--- src/rtl/rf_pkg.sv ---
// Shared defaults and sizing helper for the scoreboarded register file.
package rf_pkg;

   localparam int DATA_W_DEF = 32;
   localparam int ADDR_W_DEF = 5;
   localparam int NRD_DEF    = 2;

   // Number of architectural registers addressed by an addr_w-bit index.
   function automatic int nreg(input int addr_w);
      return 2 ** addr_w;
   endfunction

   localparam int NREG_DEF = nreg(ADDR_W_DEF);

endpackage

--- src/rtl/rf_read_port.sv ---
// One combinational read path: zero-register check, writeback bypass, storage mux, busy flag.
module rf_read_port
   import rf_pkg::*;
#(
   parameter int DATA_W = DATA_W_DEF,
   parameter int ADDR_W = ADDR_W_DEF,
   parameter int NREG   = NREG_DEF,
   parameter int BYPASS = 1
)(
   input  logic [ADDR_W-1:0] rd_addr_i,
   input  logic              wr_en_i,
   input  logic [ADDR_W-1:0] wr_addr_i,
   input  logic [DATA_W-1:0] wr_data_i,
   input  logic [DATA_W-1:0] mem_i [NREG],
   input  logic [NREG-1:0]   pend_i,
   output logic [DATA_W-1:0] rd_data_o,
   output logic              rd_busy_o
);

   logic addr_zero;
   logic byp_hit;

   assign addr_zero = (rd_addr_i == '0);
   assign byp_hit   = (BYPASS != 0) && wr_en_i && (wr_addr_i == rd_addr_i) && !addr_zero;

   // Select forwarded writeback data over stored state; r0 always reads as an idle zero.
   always_comb begin
      rd_data_o = '0;
      rd_busy_o = 1'b0;
      if (addr_zero) begin
         rd_data_o = '0;
         rd_busy_o = 1'b0;
      end else if (byp_hit) begin
         rd_data_o = wr_data_i;
         rd_busy_o = 1'b0;
      end else begin
         rd_data_o = mem_i[rd_addr_i];
         rd_busy_o = pend_i[rd_addr_i];
      end
   end

endmodule

--- src/rtl/regfile_sb.sv ---
// Multi-port register file with writeback bypass and a single-bit pending-write scoreboard.
module regfile_sb
   import rf_pkg::*;
#(
   parameter int DATA_W = DATA_W_DEF,
   parameter int ADDR_W = ADDR_W_DEF,
   parameter int NRD    = NRD_DEF,
   parameter int BYPASS = 1
)(
   input  logic                    clk,
   input  logic                    reset,
   input  logic [NRD*ADDR_W-1:0]   rd_addr,
   output logic [NRD*DATA_W-1:0]   rd_data,
   output logic [NRD-1:0]          rd_busy,
   input  logic                    wr_en,
   input  logic [ADDR_W-1:0]       wr_addr,
   input  logic [DATA_W-1:0]       wr_data,
   input  logic                    iss_en,
   input  logic [ADDR_W-1:0]       iss_addr,
   input  logic                    flush,
   output logic [nreg(ADDR_W)-1:0] busy_vec
);

   localparam int NREG = nreg(ADDR_W);

   logic [DATA_W-1:0] mem_q [1:NREG-1];
   logic [DATA_W-1:0] mem_view [NREG];
   logic [NREG-1:0]   pend_q;
   logic [NREG-1:0]   pend_d;
   logic              wr_hit;
   logic              iss_hit;

   assign wr_hit  = wr_en  && (wr_addr  != '0);
   assign iss_hit = iss_en && (iss_addr != '0);

   // Scoreboard next state: writeback clears, issue sets (new producer wins), flush clears all.
   always_comb begin
      pend_d = pend_q;
      if (wr_hit)
         pend_d[wr_addr] = 1'b0;
      if (iss_hit)
         pend_d[iss_addr] = 1'b1;
      if (flush)
         pend_d = '0;
      pend_d[0] = 1'b0;
   end

   // Pending bits, cleared asynchronously on reset.
   always_ff @(posedge clk or negedge reset) begin
      if (!reset)
         pend_q <= '0;
      else
         pend_q <= pend_d;
   end

   // Register storage for r1..r(NREG-1); writes land even during a flush.
   always_ff @(posedge clk or negedge reset) begin
      if (!reset) begin
         for (int unsigned i = 1; i < NREG; i++)
            mem_q[i] <= '0;
      end else if (wr_hit) begin
         mem_q[wr_addr] <= wr_data;
      end
   end

   // Full-range view for the read muxes, with r0 tied to zero.
   always_comb begin
      mem_view[0] = '0;
      for (int unsigned i = 1; i < NREG; i++)
         mem_view[i] = mem_q[i];
   end

   assign busy_vec = pend_q;

   for (genvar k = 0; k < NRD; k++) begin : g_rd
      rf_read_port #(
         .DATA_W (DATA_W),
         .ADDR_W (ADDR_W),
         .NREG   (NREG),
         .BYPASS (BYPASS)
      ) u_port (
         .rd_addr_i (rd_addr[k*ADDR_W +: ADDR_W]),
         .wr_en_i   (wr_en),
         .wr_addr_i (wr_addr),
         .wr_data_i (wr_data),
         .mem_i     (mem_view),
         .pend_i    (pend_q),
         .rd_data_o (rd_data[k*DATA_W +: DATA_W]),
         .rd_busy_o (rd_busy[k])
      );
   end

endmodule

--- config.mk ---
export PLATFORM = sky130hd
export DESIGN_NAME = regfile_sb
export DESIGN_NICKNAME = d
export VERILOG_FILES = /design/src/rtl/rf_pkg.sv /design/src/rtl/rf_read_port.sv /design/src/rtl/regfile_sb.sv
export SDC_FILE = /design/constraint.sdc
export NUM_CORES = 2
export LEC_CHECK = 0
export BUFFER_PORTS_ARGS = -buffer_cell sky130_fd_sc_hd__buf_2
export CORE_UTILIZATION = 30
export CTS_BUF_LIST = sky130_fd_sc_hd__clkbuf_4 sky130_fd_sc_hd__clkbuf_8 sky130_fd_sc_hd__clkbuf_16
export DETAILED_ROUTE_END_ITERATION = 12
export GPL_ROUTABILITY_DRIVEN = 1
export PLACE_DENSITY = 0.42
export RECOVER_POWER = 100
export SLEW_MARGIN = 40
export SYNTH_ARGS = -nofsm -noshare
export SYNTH_HDL_FRONTEND = slang
export SYNTH_HIERARCHICAL = 1
export SYNTH_SLANG_ARGS = --single-unit
--- constraint.sdc ---
create_clock -name clk -period 2.6 [get_ports clk]
set_input_delay 0.39 -clock clk [delete_from_list [all_inputs] [get_ports clk]]
set_output_delay 0.39 -clock clk [all_outputs]
set_load 0.02 [all_outputs]
# Word level (Yosys, flattened, before mapping)
# Index checks and enable logic that the tools add are counted.
# totals
register_bits	1023
# op_classes
n_lt_le_gt_ge	10
n_eq_ne	2
mux	28
n_bitwise	6
reduce_logical	15
# op_table
op	n
992-bit bitwise mux	1
32-bit two-way mux	12
32-bit binary-select mux with 5-bit select	2
32-bit demux with 5-bit select	1
32-bit AND	1
32-bit inverter	1
32-bit bitwise OR	1
5-bit by 6-bit less-than comparator with 1-bit output (second input constant)	4
6-bit >= comparator (second input constant)	3
5-bit inverter with 6-bit output	3
1-bit binary-select mux with 5-bit select	2
1-bit demux with 5-bit select	2
5-bit == test	2
5-bit by 1-bit >= comparator with 1-bit output (second input constant)	2
5-bit logical NOT	2
5-bit nonzero test	2
1-bit logical AND	9
1-bit two-way mux	8
6-bit by 1-bit less-than comparator with 1-bit output (second input constant)	1
1-bit logical NOT	2

# Logic depth before layout (Yosys ltp)
# logic_depth
depth_word	10
ltp_mapped	9
mapped_depth_nobuf	5

# By module
# The synthesis kept the hierarchy.
# by_module_without_submodules
module	n_inst	cells_per_inst	area_each_um2
regfile_sb	1	2355	38499.4
rf_read_port	2	776	8778.4

# Worst setup path after synthesis
# OpenSTA, ideal clock, no wires.
# synth_timing
path_type	input-to-output
startpoint	input port rd_addr[0]
endpoint	output port rd_data[1]
arrival_ns	1.995
required_time_ns	2.210
path_slack_ns	0.215
stages	9
n_path_buf	5
path_cell_list	buf_6 buf_12 buf_12 buf_12 buf_8 mux2i_1 a221oi_1 o221ai_1 a31oi_1
# synth_via
elab_chain_len	6
elab_cells_between_ends	11
# synth_rtl
item	line_no	text
start: declaration	regfile_sb.sv:12	input logic [NRD*ADDR_W-1:0] rd_addr,
5-bit inverter with 6-bit output (not written as such)	rf_read_port.sv:37	rd_data_o = mem_i[rd_addr_i];
32-bit binary-select mux with 5-bit select	rf_read_port.sv:37	
32-bit two-way mux (not written as such) (2 in a row)	rf_read_port.sv:37	
32-bit two-way mux	rf_read_port.sv:33	end else if (byp_hit) begin
32-bit two-way mux *	rf_read_port.sv:30	if (addr_zero) begin
end: declaration	regfile_sb.sv:13	output logic [NRD*DATA_W-1:0] rd_data,
# Mark *: on every way between the ends. The rest lies on a longest branch, timed or not. The select of a mux whose other input is x is not followed.

# Worst setup path after layout
# layout_timing
startpoint	register mem_q[985] (netlist name)
endpoint	output port rd_data[25]
# layout_via
elab_chain_len	5
# layout_rtl
item	line_no	text
start: declaration	regfile_sb.sv:26	logic [DATA_W-1:0] mem_q [1:NREG-1];
start signal: indexed assignment	regfile_sb.sv:62	mem_q[wr_addr] <= wr_data;
32-bit binary-select mux with 5-bit select	rf_read_port.sv:37	
32-bit two-way mux (not written as such) (2 in a row)	rf_read_port.sv:37	
32-bit two-way mux	rf_read_port.sv:33	
32-bit two-way mux	rf_read_port.sv:30	
# No other way between the ends. The select of a mux whose other input is x is not followed.

==> metrics.txt <==
RSZ-0062 raised after global routing=true; final setup violation count=between 150 and 200; cells on worst reg2reg path=3; global-route wire length before repair=roughly 320,000 um; clk_skew=0 ps; top_reg_cell synth=dfrtp_1; DRC viols=0; die area=roughly 0.19 mm2; Final min period=2920 ps; worst-skew pair later-pin latency=750 ps; Max-slew headroom=-0.622; Critical Path, Cell by Cell=mux4_2, mux2_4, o221ai_2, a31oi_1, buf_4, buf_6; layout cells sized above 1=0.535; Detail Route Antenna Nets=0; largest net degree at the start of global routing=between 100 and 150; RePlAce Congestion=about 0.82; Rows=around 160; synth unique cells=between 50 and 60; Max-Cap Viols=7; CP max-delay cell=mux4_2; grt met3 use=0.0332; Max Freq=0.343 GHz; fin util=0.376; CP endpoint kind=output port; post-synthesis sequential area ratio=0.457; root buf cell=clkbuf_16; share of the synthesized area in the top cell type=0.457; worst path bufs/invs=2; power density cells=~740 mW/mm2; WL/cell=roughly 32 um; Yosys reg bits=1,023; CTS tree=yes; cells after synthesis=roughly 3,900; vias in the first global route=40,400; asr flop ratio synth=1.00; GR Util met2=0.390; Final Hold Viols=0; fin crit share=1.12; port bufs=~150; Mapped Avg Cell Area=roughly 14 um2; global route total overflow=0; Max FO, Critical Path=3; Clk pin slew, worst setup/hold paths=about 60 ps; Fill cells=17,900; status=finished with violations; Core Region=roughly 0.19 mm2; CP Launch Type=register; Synth area leaders=dfrtp_1 46%, mux2_2 20%, mux4_2 15%, mux2i_1 5.9%, a221oi_1 1.8%; crit path DAT=2530 ps; final instance area=about 0.070 mm2; critical path class=register to output port; count of non-filler cells in the finished layout=around 7,000; Worst path depth=6; min-delay worst type=primary input to register; Total Wirelength=~220,000 um; nets@finish=approximately 4,400; YS warnings=6; met1 GRT Util=0.323; Area growth syn-to-layout=24.4%; Worst-Margin Slew=about 2400 ps; RR Endpoint=busy_vec[29]$_DFF_PN0_; H-tree lvl count=4; DP Cell Count=about 6,700; Initial Util=0.302; initial DRC count=between 2,000 and 3,000; Pre-Repair DR Iteration Count=5; commonest non-fill, non-tap cells in the layout=1,023 x dfrtp_1, 973 x mux2_2, 364 x mux4_2; Die Wd=434 um; Yosys top cell by area=dfrtp_1; most common cell after layout, fill and taps aside=dfrtp_1; mapped cell area=between 0.05 and 0.06 mm2; IO Count=about 160; LEAKAGE=~30 nW; Crit. Startpoint=mem_q[985]$_DFFE_PN0P_; reg2reg setup slack=1200 ps; Detailed Place HPWL=148,000 um; worst reg2reg path startpoint=busy_vec[29]$_DFF_PN0_; failing checks=max-capacitance violations, max-slew violations, negative setup slack; All-Layer GR Usage=0.238; number of CTS-inserted buffers=130; EDFF count, synth=0; vias=a little under 40,000; Max VDD drop=just under 0.7 mV; CTS Sinks=1,023; Max stage delay on crit path=470 ps; grt peak-use layer=met2; CP delay by family, top=multiplexers; Critical Path RT=between 2000 and 2500 ps; DP Area=~0.064 mm2; Die Ht=between 400 and 500 um; CTS max path bufs=3; worst setup path endpoint=rd_data[25]; initial antenna violation count=8; Worst Setup Slack, final=-317 ps; Max Slew Vio Count=197; DR vias/cell=5.56
## where the power goes
part	leakage [nW]	internal (mW)	switching, mW	total (mW)
registers	13.1	19.0	2.17	21.1
clock network	2.27	11.7	7.34	19.0
logic	14.8	6.36	4.78	11.1
total	30.2	37.0	14.3	51.3
## flip-flops by register name, indices dropped and copies added (netlist names)
| signal | count |
|---|---|
| busy_vec | 31 |
| mem_q | 992 |
## how the worst min path moves through the flow
stage,start,endpoint,slack [ps],cells after the start
2_1_floorplan,reset,busy_vec[10]$_DFF_PN0_,90,0
3_3_place_gp,reset,mem_q[144]$_DFFE_PN0P_,310,1
3_5_place_dp,reset,mem_q[144]$_DFFE_PN0P_,310,1
4_1_cts,wr_data[4],mem_q[68]$_DFFE_PN0P_,8,2
5_1_grt,wr_data[4],mem_q[36]$_DFFE_PN0P_,50,2
6_report,wr_data[1],mem_q[897]$_DFFE_PN0P_,60,2
## what timing repair did
item                                    4_1_cts  5_1_grt
resized for setup                           300       68
cloned                                        1        5
pin swaps                                   146       79
endpoints found under the setup margin       66       66
hold buffers                                 13        0
hold endpoints to repair                    523        0
buffers inserted                             14       15
## routing by layer
| metal | up-vias | wire, um |
|---|---|---|
| li1 | 16200 | - |
| met1 | 21200 | 99400 |
| met2 | 931 | 108000 |
| met3 | 349 | 9620 |
| met4 | 4 | 8010 |
| met5 | - | 25 |
## synthesized netlist by cell type (3+ instances only)
cell type  number
buf_6          30
clkbuf_1      216
mux2_1         19
o21ai_0        84
a22oi_1        28
nand3_1        15
mux4_2        364
nand2b_1        9
o221a_2        18
dfrtp_1      1023
o2bb2ai_1      17
o22ai_1        46
buf_4          25
o211ai_1       68
inv_1          15
mux2i_1       330
a21oi_1        12
nand4b_1        4
xor2_1          8
a22o_1         22
o221ai_1       36
o22a_1         44
nor2_1         42
nand2_1        25
or2_1           3
o32ai_1        13
nand3b_1        4
or2_2           3
buf_12          8
a31oi_1        38
buf_8           6
buf_1          14
mux2_2        991
buf_2         140
nor4_1          6
o21a_1         10
nor2b_1        30
and4bb_2        3
a221oi_1      118
## area by class of cell
type | count | area [um2] | share of cell area
diodes | 2 | 5.00 | 0.0000717
flip-flops and latches | 1023 | 25600 | 0.367
repair buffers | 710 | 6760 | 0.0969
clock buffers | 198 | 4090 | 0.0587
inverters | 15 | 56.3 | 0.000807
multi-input cells | 2497 | 29800 | 0.426
well taps | 2480 | 3100 | 0.0445
clock inverters | 30 | 390 | 0.00560
## per-stage QoR
| stage | total power, mW | setup TNS, ps | setup slack (ps) | hold WS, ps |
|---|---|---|---|---|
| final | 51.3 | -20810 | -317 | 55.3 |
| after global routing | 53.6 | -68480 | -400 | 52.4 |
| after CTS | 51.7 | -17860 | -378 | 8.20 |
| after detailed placement | 31.9 | -22270 | -840 | 311 |
| after global placement | 31.7 | -22970 | -895 | 307 |
| after floorplan | 27.9 | 0 | 215 | 94.4 |
## cell families (layout without fill, tap and decap cells)
| kind of cell | after synthesis | after routing | share of synthesized area |
|---|---|---|---|
| muxes | 1704 | 1704 | 0.408 |
| DFF | 1023 | 1023 | 0.457 |
| AOI/OAI and AO/OA | 557 | 557 | 0.0754 |
| buffers and inverters | 454 | 953 | 0.0427 |
| and+or+nand+nor | 158 | 159 | 0.0155 |
| xor gates and xnor gates | 10 | 10 | 0.00156 |
| other | 1 | 69 | 0.0000669 |
No activity file was read; power rests on OpenSTA's default activity.
